==> config.mk <==
export PLATFORM = sky130hd
export DESIGN_NAME = arm_pipe_chain
export DESIGN_NICKNAME = d
export VERILOG_FILES = /design/src/rtl/arm_pipe_pkg.sv /design/src/rtl/arm_pipe_stage_reg.sv /design/src/rtl/arm_pipe_chain.sv
export SDC_FILE = /design/constraint.sdc
export NUM_CORES = 1
export LEC_CHECK = 0
export BUFFER_PORTS_ARGS = -buffer_cell sky130_fd_sc_hd__buf_2
export CAP_MARGIN = 10
export CORE_MARGIN = 2
export CORE_UTILIZATION = 40
export CTS_CLUSTER_DIAMETER = 80
export CTS_CLUSTER_SIZE = 25
export DETAILED_ROUTE_END_ITERATION = 8
export SLEW_MARGIN = 10
export SYNTH_ARGS = -nofsm -noshare
export SYNTH_HDL_FRONTEND = slang
export SYNTH_SLANG_ARGS = --single-unit
export TNS_END_PERCENT = 50
==> constraint.sdc <==
create_clock -name clk -period 2.6 [get_ports clk]
set_input_delay 0.26 -clock clk [delete_from_list [all_inputs] [get_ports clk]]
set_output_delay 0.26 -clock clk [all_outputs]
set_load 0.02 [all_outputs]
==> src/rtl/arm_pipe_pkg.sv <==
// Purpose: payload types shared by the ARM pipeline register chain and its users.
// Latency: n/a (types, widths and small helpers only).
// Backpressure: n/a.
//
// Contents:
//   id_exe_t / ID_EXE_W    - ID/EXE boundary payload (control bits, operands, immediates)
//   exe_mem_t / EXE_MEM_W  - EXE/MEM boundary payload (control bits, ALU result, store data)
//   id_exe_nop()           - all-zero ID/EXE payload; decodes as a NOP
package arm_pipe_pkg;

    typedef struct packed {
        logic        status_en;  // update CPSR flags
        logic        mem_read;
        logic        mem_write;
        logic        wb_en;
        logic        branch;
        logic        i_flag;     // I bit: operand 2 is an immediate
        logic [3:0]  alu_cmd;
        logic [3:0]  dest;
        logic [3:0]  src1;
        logic [3:0]  src2;
        logic [3:0]  status;     // NZCV captured at decode
        logic [31:0] pc;
        logic [31:0] reg1;
        logic [31:0] reg2;
        logic [23:0] imm24;
        logic [11:0] shift12;
    } id_exe_t;

    localparam int ID_EXE_W = $bits(id_exe_t);

    typedef struct packed {
        logic        wb_en;
        logic        mem_read;
        logic        mem_write;
        logic [3:0]  dest;
        logic [31:0] alu_res;
        logic [31:0] st_val;
    } exe_mem_t;

    localparam int EXE_MEM_W = $bits(exe_mem_t);

    // Zeroed payload: no writeback, no memory access, no flag update.
    function automatic id_exe_t id_exe_nop();
        id_exe_t p;
        p = '0;
        return p;
    endfunction

endpackage

==> src/rtl/arm_pipe_stage_reg.sv <==
// Purpose: one pipeline boundary register, a valid bit plus DATA_W payload.
// Latency: 1 cycle from load to valid output.
// Backpressure: none locally; the chain decides load/clear, otherwise the stage holds.
//
// Ports:
//   clk, rst        - clock, asynchronous active-low reset
//   load, load_data - capture load_data and mark valid (wins over clear)
//   clear           - mark invalid; payload is left untouched
//   valid, data     - registered state
module arm_pipe_stage_reg #(
    parameter int DATA_W = 32
) (
    input  logic              clk,
    input  logic              rst,
    input  logic              load,
    input  logic              clear,
    input  logic [DATA_W-1:0] load_data,
    output logic              valid,
    output logic [DATA_W-1:0] data
);

    // Payload only changes on load, so a held or killed stage keeps its data.
    always_ff @(posedge clk or negedge rst) begin
        if (!rst) begin
            valid <= 1'b0;
            data  <= '0;
        end else if (load) begin
            valid <= 1'b1;
            data  <= load_data;
        end else if (clear) begin
            valid <= 1'b0;
        end
    end

endmodule

==> src/rtl/arm_pipe_chain.sv <==
// Purpose: parametrised chain of STAGES pipeline registers with valid bits, bubble collapse, freeze and flush.
// Latency: STAGES cycles input to output when unstalled; 1 item/cycle throughput.
// Backpressure: valid/ready; empty stages accept even when downstream stalls, in_ready is combinational.
//
// Ports:
//   clk, rst                  - clock, asynchronous active-low reset
//   in_valid/in_data/in_ready - upstream handshake into stage 0
//   freeze                    - hold stages 0..FRZ_STAGE, stage FRZ_STAGE+1 receives a bubble
//   flush, flush_mask         - kill the current content of the masked stages this cycle
//   out_valid/out_data        - registered stage STAGES-1 contents, out_ready from downstream
//   stage_valid, occupancy    - per-stage valid bits and their popcount
// Optional: define PIPE_PERF_CNT_EN to add stall_cnt and bubble_cnt counters.
module arm_pipe_chain
    import arm_pipe_pkg::*;
#(
    parameter int DATA_W    = 32,
    parameter int STAGES    = 4,
    parameter int FRZ_STAGE = 0
) (
    input  logic                        clk,
    input  logic                        rst,
    input  logic                        in_valid,
    input  logic [DATA_W-1:0]           in_data,
    output logic                        in_ready,
    input  logic                        freeze,
    input  logic                        flush,
    input  logic [STAGES-1:0]           flush_mask,
    output logic                        out_valid,
    output logic [DATA_W-1:0]           out_data,
    input  logic                        out_ready,
    output logic [STAGES-1:0]           stage_valid,
    output logic [$clog2(STAGES+1)-1:0] occupancy
`ifdef PIPE_PERF_CNT_EN
    ,
    output logic [31:0]                 stall_cnt,
    output logic [31:0]                 bubble_cnt
`endif
);

    localparam int OCC_W = $clog2(STAGES+1);

    logic [STAGES-1:0] v;
    logic [DATA_W-1:0] d   [STAGES];
    logic [DATA_W-1:0] src [STAGES];

    logic [STAGES-1:0] kill;
    logic [STAGES-1:0] ev;
    logic [STAGES-1:0] mv;
    logic [STAGES-1:0] load;
    logic [STAGES-1:0] clear;
    logic              acc0;
    logic              in_fire;
    logic [OCC_W-1:0]  occ_sum;

    // Move/accept resolve from the oldest stage downwards: a stage can move
    // only if the one above accepts, and an empty stage always accepts.
    always_comb begin
        logic acc_up;
        acc_up = 1'b0;
        kill   = '0;
        ev     = '0;
        mv     = '0;
        for (int i = STAGES-1; i >= 0; i--) begin
            kill[i] = flush & flush_mask[i];
            ev[i]   = v[i] & ~kill[i];
            if (i == STAGES-1) begin
                mv[i] = ev[i] & out_ready;
            end else begin
                mv[i] = ev[i] & acc_up & ~(freeze & (i <= FRZ_STAGE));
            end
            acc_up = ~ev[i] | mv[i];
        end
        acc0 = acc_up;
    end

    assign in_ready = acc0 & ~freeze;
    assign in_fire  = in_valid & in_ready;

    // A load beats a clear; a killed stage that neither loads nor moves just
    // drops its valid bit. A killed stage 0 also discards the incoming item.
    always_comb begin
        load  = '0;
        clear = '0;
        for (int i = 0; i < STAGES; i++) begin
            if (i == 0) begin
                load[i] = in_fire & ~kill[0];
            end else begin
                load[i] = mv[i-1];
            end
            clear[i] = ~load[i] & (mv[i] | kill[i]);
        end
    end

    genvar g;
    generate
        for (g = 0; g < STAGES; g++) begin : g_stage
            if (g == 0) begin : g_src_in
                assign src[g] = in_data;
            end else begin : g_src_prev
                assign src[g] = d[g-1];
            end

            arm_pipe_stage_reg #(
                .DATA_W (DATA_W)
            ) u_stage (
                .clk       (clk),
                .rst       (rst),
                .load      (load[g]),
                .clear     (clear[g]),
                .load_data (src[g]),
                .valid     (v[g]),
                .data      (d[g])
            );
        end
    endgenerate

    always_comb begin
        occ_sum = '0;
        for (int i = 0; i < STAGES; i++) begin
            occ_sum = occ_sum + OCC_W'(v[i]);
        end
    end

    assign stage_valid = v;
    assign occupancy   = occ_sum;
    assign out_valid   = v[STAGES-1];
    assign out_data    = d[STAGES-1];

`ifdef PIPE_PERF_CNT_EN
    // Free-running wrap-around counters of input stalls and output bubbles.
    always_ff @(posedge clk or negedge rst) begin
        if (!rst) begin
            stall_cnt  <= '0;
            bubble_cnt <= '0;
        end else begin
            if (in_valid & ~in_ready) begin
                stall_cnt <= stall_cnt + 32'd1;
            end
            if (~out_valid & (occ_sum != '0)) begin
                bubble_cnt <= bubble_cnt + 32'd1;
            end
        end
    end
`endif

endmodule

* After elaboration in Yosys (flattened, before gate mapping)
Index checks and enable logic that the tools add are counted.
Storage, ports and cells: register bits 132, bits in latches 0, memory bits (writable) 0, memory bits (read-only) 0, input port bits 42, output and inout bits 41, word-level logic and storage cells 64, memories kept 0
Operators by class: add/subtract/negate cells 3, multiply operators 0, divide/modulo/power cells 0, order comparisons 0, equality and inequality tests 0, shift-type cells 0, muxes and demuxes 8, bitwise logic cells 41, reduce and logical (&&, ||, !) cells 4
Operators by type and width (count):
- $and A1 B1 Y1 | 20
- $not A1 Y1 | 13
- $mux W1 | 8
- $or A1 B1 Y1 | 8
- $reduce_bool A2 Y1 | 4
- $add A3 B1 Y3 | 2
- $add A1 B1 Y2 | 1

* Longest topological paths before layout
word-level depth 19, depth in mapped cells 5

* By module
Synthesis repeated with hierarchy kept, for this count alone.
Second synthesis, totals: cell total of the unflattened synthesis 314, area, all modules 5726.7 um^2
By module, submodules not included:
- arm_pipe_stage_reg | instances 4, cells an instance 71, area each 1377.6 um^2, sequential area each 825.8 um^2
- arm_pipe_chain | instances 1, cells an instance 30, area each 216.5 um^2, sequential area each 0.0 um^2

* Worst setup path before layout
Ideal clock, no wire load.
path kind reg-to-reg, start point reg g_stage[3].u_stage.valid, end point reg g_stage[0].u_stage.data[0], setup time 128 ps, arrival 1831 ps, required time 2472 ps, slack 641 ps, cell stages (with the launch flop) 6, buffers on the path 1, clock period less this slack 1959 ps, path through dfrtp_1 nor2b_1 nor4bb_4 a221o_1 buf_4 mux2_1
On the way: longest elaborated chain between the ends 13, elaborated cells between the ends (all ways) 14, those cells by class bitwise (14)
Ends and longest elaborated chain:
- start, declared | line arm_pipe_stage_reg.sv:18 | output logic valid,
- start signal, assigned | line arm_pipe_stage_reg.sv:25 | valid <= 1'b0;
- start signal, assigned | line arm_pipe_stage_reg.sv:28 | valid <= 1'b1;
- start signal, assigned | line arm_pipe_stage_reg.sv:31 | valid <= 1'b0;
- $and A1 B1 Y1 * | line arm_pipe_chain.sv:65 | ev[i] = v[i] & ~kill[i];
- $and A1 B1 Y1 / $not A1 Y1 (equally long branches) | line arm_pipe_chain.sv:67, arm_pipe_chain.sv:71
- $or A1 B1 Y1 * | line arm_pipe_chain.sv:71 | acc_up = ~ev[i] | mv[i];
- $and A1 B1 Y1 * | line arm_pipe_chain.sv:69 | mv[i] = ev[i] & acc_up & ~(freeze & (i <= FRZ_STAGE));
- $or A1 B1 Y1 * | line arm_pipe_chain.sv:71
- $and A1 B1 Y1 * | line arm_pipe_chain.sv:69
- $or A1 B1 Y1 * | line arm_pipe_chain.sv:71
- $and A1 B1 Y1 * (2 in series) | line arm_pipe_chain.sv:69
- $or A1 B1 Y1 * | line arm_pipe_chain.sv:71
- $and A1 B1 Y1 * | line arm_pipe_chain.sv:76 | assign in_ready = acc0 & ~freeze;
- $and A1 B1 Y1 * | line arm_pipe_chain.sv:77 | assign in_fire = in_valid & in_ready;
- $and A1 B1 Y1 * | line arm_pipe_chain.sv:86 | load[i] = in_fire & ~kill[0];
- end signal, assigned | line arm_pipe_stage_reg.sv:29 | data <= load_data;
- end, declared | line arm_pipe_stage_reg.sv:19 | output logic [DATA_W-1:0] data
Every way passes the cells marked *; elsewhere a longest branch is shown, timed or not. A chain may end at the register's enable or synchronous reset.

* Worst setup path in the final report
start point reg g_stage[3].u_stage.valid, end point out in_ready
On the way: longest elaborated chain between the ends 11, elaborated cells between the ends (all ways) 12, those cells by class bitwise (12)
Ends and longest elaborated chain:
- $and A1 B1 Y1 * | line arm_pipe_chain.sv:65
- $and A1 B1 Y1 / $not A1 Y1 (equally long branches) | line arm_pipe_chain.sv:67, arm_pipe_chain.sv:71
- $or A1 B1 Y1 * | line arm_pipe_chain.sv:71
- $and A1 B1 Y1 * | line arm_pipe_chain.sv:69
- $or A1 B1 Y1 * | line arm_pipe_chain.sv:71
- $and A1 B1 Y1 * | line arm_pipe_chain.sv:69
- $or A1 B1 Y1 * | line arm_pipe_chain.sv:71
- $and A1 B1 Y1 * (2 in series) | line arm_pipe_chain.sv:69
- $or A1 B1 Y1 * | line arm_pipe_chain.sv:71
- $and A1 B1 Y1 * | line arm_pipe_chain.sv:76
- end, declared | line arm_pipe_chain.sv:24 | output logic in_ready,
Marked as above.

==> metrics.csv <==
metric,value,unit
status,"complete, no violations",
Synth-to-Final Area Change,19.51,%
"Avg Cell Area, Syn",15.78,sq um
FF-to-FF Start,g_stage[3].u_stage.valid,
vias in the first global route,2893,
PortBufs,82,
Post-Synth XOR/XNOR Area,0,%
vias per cell,4.721,
Routed Antenna Nets,0,
WP data required,2.34,ns
final hold slack,0.06233,ns
GR Overflow Total,0,
final setup fails,0,
Starting Density,41.43,%
"Max FO, Critical Path",5,
CP Launch Type,register,
P_leak,2.942,nW
worst skew pair latency,0.41,ns
Core Region,12720,sq um
TNS Setup,0,ns
Synth Area in Compound Gates,1.139,%
global-route wire length before repair,14.76,mm
clk slew on worst S/H paths,0.05,ns
Synth cell types,22,
H-Tree Depth,4,
WP data arrival,2.06,ns
Max Freq,431.4,MHz
TritonCTS clock tree,done,
Synth Area in Adders,0.8545,%
DR WL met2,4.101,mm
Peak VDD IR,0.0004853,V
Multi-input gate area,1662,sq um
top sig layer,met4,
share of cells above drive strength 1,50.99,%
Final Net Count,439,
Most used DFF post-synth,dfrtp_1,
pin count of the biggest net entering global routing,68,
main combinational cell family by area after synthesis,multiplexers,
"count leader, synth",dfrtp_1,
worst clock skew,0.007610,ns
Max-Cap Viols,0,
register bit total from synthesis,132,
Clk Tree Root Cell,clkbuf_16,
"Hold Vio Cnt, Final",0,
dpl hpwl,5.501,mm
Hold Path End,g_stage[0].u_stage.data[15],
Hold Crit Class,primary input to register,
Slew Limit Fails,0,
Post-synth EDFFs,0,
syn nets,379,
Reg area,3303,sq um
die height,118.8,um
synthesized area,5271,sq um
simple-gate area share of the yosys netlist,1.519,%
Post-Route WL,8.750,mm
Final Wtd Congestion,0.7114,
Least-Margin Pin Slew,0.5808,ns
power per cell area,1093,nW/um^2
met3 wire len,417,um
WS Path Type,register to output port,
post-cts sizing count,0,
Post-Syn Instances,334,
drt pass-1 iters,3,
FILL cells,1157,
minimum clock period,2.318,ns
crit end category,output port,
asr flop ratio synth,100.0,%
IO Count,83,
Max-slew headroom,61.19,%
Yosys top cell area share,62.66,%
Final Util,49.52,%
worst reg2reg path depth,5,
Synth top cells by count,"132 x dfrtp_1, 82 x mux2_2, 46 x mux2_1, 39 x buf_4, 9 x buf_2",
worst setup margin,0.2819,ns
min-delay src,in_data[15],
worst flop-to-flop path endpoint,g_stage[0].u_stage.data[12],
largest area contributor in the netlist,dfrtp_1,
top area cells in the synthesized netlist,"dfrtp_1 63%, mux2_2 18%, mux2_1 9.8%",
hold depth,2,
total CTS buffers,17,
setup bufs post-CTS,0,
via count,2729,
initial antenna violation count,0,
clock tree buffer depth,2,
Ys Warns,0,
DR DRC count,0,
die area,14110,sq um
1st-iter DRT viols,121,
M1 WL,4.093,mm
number of core rows,41,
GRT Util Overall,13.75,%
sequential area share after synthesis,62.66,%
Ant. Diodes,0,
flop2flop setup slack,0.36,ns
dpl ws,0.3365,ns
RSZ-0062 raised after global routing,no,
Avg WL per Cell,15.14,um
Die Width,118.8,um
period utilization,89.16,%
post-synthesis mux area share,27.34,%
clk sinks,132,
==> placed cells by master (no fill, tap or decap) <==
cell type | Yosys | routed
buf_6 | 0 | 1
fa_1 | 1 | 1
buf_2 | 9 | 81
nand2b_1 | 1 | 1
nor2_4 | 0 | 1
clkinv_4 | 0 | 2
dlygate4sd3_1 | 0 | 1
clkbuf_16 | 0 | 17
nand3_1 | 1 | 1
a21oi_4 | 0 | 1
inv_1 | 1 | 1
a21bo_2 | 1 | 1
a21boi_0 | 1 | 1
ha_1 | 2 | 2
inv_6 | 0 | 1
buf_4 | 39 | 3
o21ai_1 | 1 | 1
a31oi_1 | 2 | 1
mux2_2 | 82 | 82
buf_12 | 0 | 3
nand3b_1 | 1 | 1
a31oi_4 | 0 | 1
nor2b_1 | 1 | 1
nand2_1 | 7 | 7
o21ai_0 | 2 | 2
mux2_1 | 46 | 46
clkbuf_8 | 0 | 2
dfrtp_1 | 132 | 132
clkinvlp_4 | 0 | 3
clkinv_2 | 0 | 3
a221o_2 | 0 | 1
nor4bb_4 | 1 | 1
bufinv_16 | 0 | 3
==> power breakdown <==
part / internal (mW) / leakage [nW] / total (mW) / switching, mW
Sequential: 2.80 / 1.61 / 3.15 / 0.352
Combinational: 0.710 / 1.04 / 1.34 / 0.627
Clock: 1.55 / 0.291 / 2.40 / 0.846
Total: 5.06 / 2.94 / 6.89 / 1.83
==> state kept, by name (all words and copies together), names as in the netlist <==
name and count:
g_stage.u_stage.data 128, g_stage.u_stage.valid 4
==> critical path, cell delays in order (launching register included) <==
cell	delay (ns)
dfrtp_1	0.40
nor2b_1	0.48
nor4bb_4	0.42
a31oi_1	0.17
buf_2	0.19
==> per-layer routing <==
metal | global-route usage, % | up-vias
met5 | 0 | -
met4 | 6.920 | 0
met3 | 4.537 | 13
met2 | 21.37 | 55
met1 | 17.16 | 1405
li1 | - | 1256
==> layout make-up <==
class                   count  area share (%)
inverters                   1         0.05958
repair buffers             89           8.083
multi-input cells         153           26.38
clock buffers              19           7.190
clock inverters            12           2.443
well taps                 172           3.416
flip-flops and latches    132           52.43
==> what timing repair did <==
item	CTS	global route
endpoints found under the hold margin	55	0
hold buffers	1	0
setup endpoints to repair	0	0
==> worst max-delay path by stage <==
stage                                         from                           to  slack [ns]  cells after the start
after floorplan           g_stage[3].u_stage.valid   g_stage[0].u_stage.data[0]        0.64                      5
after CTS                 g_stage[3].u_stage.valid                     in_ready        0.26                      4
after global placement    g_stage[3].u_stage.valid  g_stage[0].u_stage.data[17]        0.40                      5
after global routing      g_stage[3].u_stage.valid                     in_ready        0.15                      4
after detailed placement  g_stage[3].u_stage.valid  g_stage[0].u_stage.data[12]        0.34                      5
final                     g_stage[3].u_stage.valid                     in_ready        0.28                      4
==> logic make-up after synthesis <==
logic type / after synthesis
AOI/OAI and AO/OA: 9
adders and majority gates: 3
buffers and inverters: 49
DFF: 132
muxes: 128
and+or+nand+nor: 13
==> stage by stage <==
| stage | cells | power (mW) | cell area, sq um |
|---|---|---|---|
| 2_1_floorplan | 334 | 4.357 | 5271 |
| 3_3_place_gp | 546 | 4.491 | 5683 |
| 6_report | 578 | 6.888 | 6300 |
| 5_1_grt | 578 | 7.287 | 6300 |
| 4_1_cts | 578 | 6.987 | 6300 |
| 3_5_place_dp | 546 | 4.561 | 5683 |
Note: power is estimated with default switching activity, not from simulation.
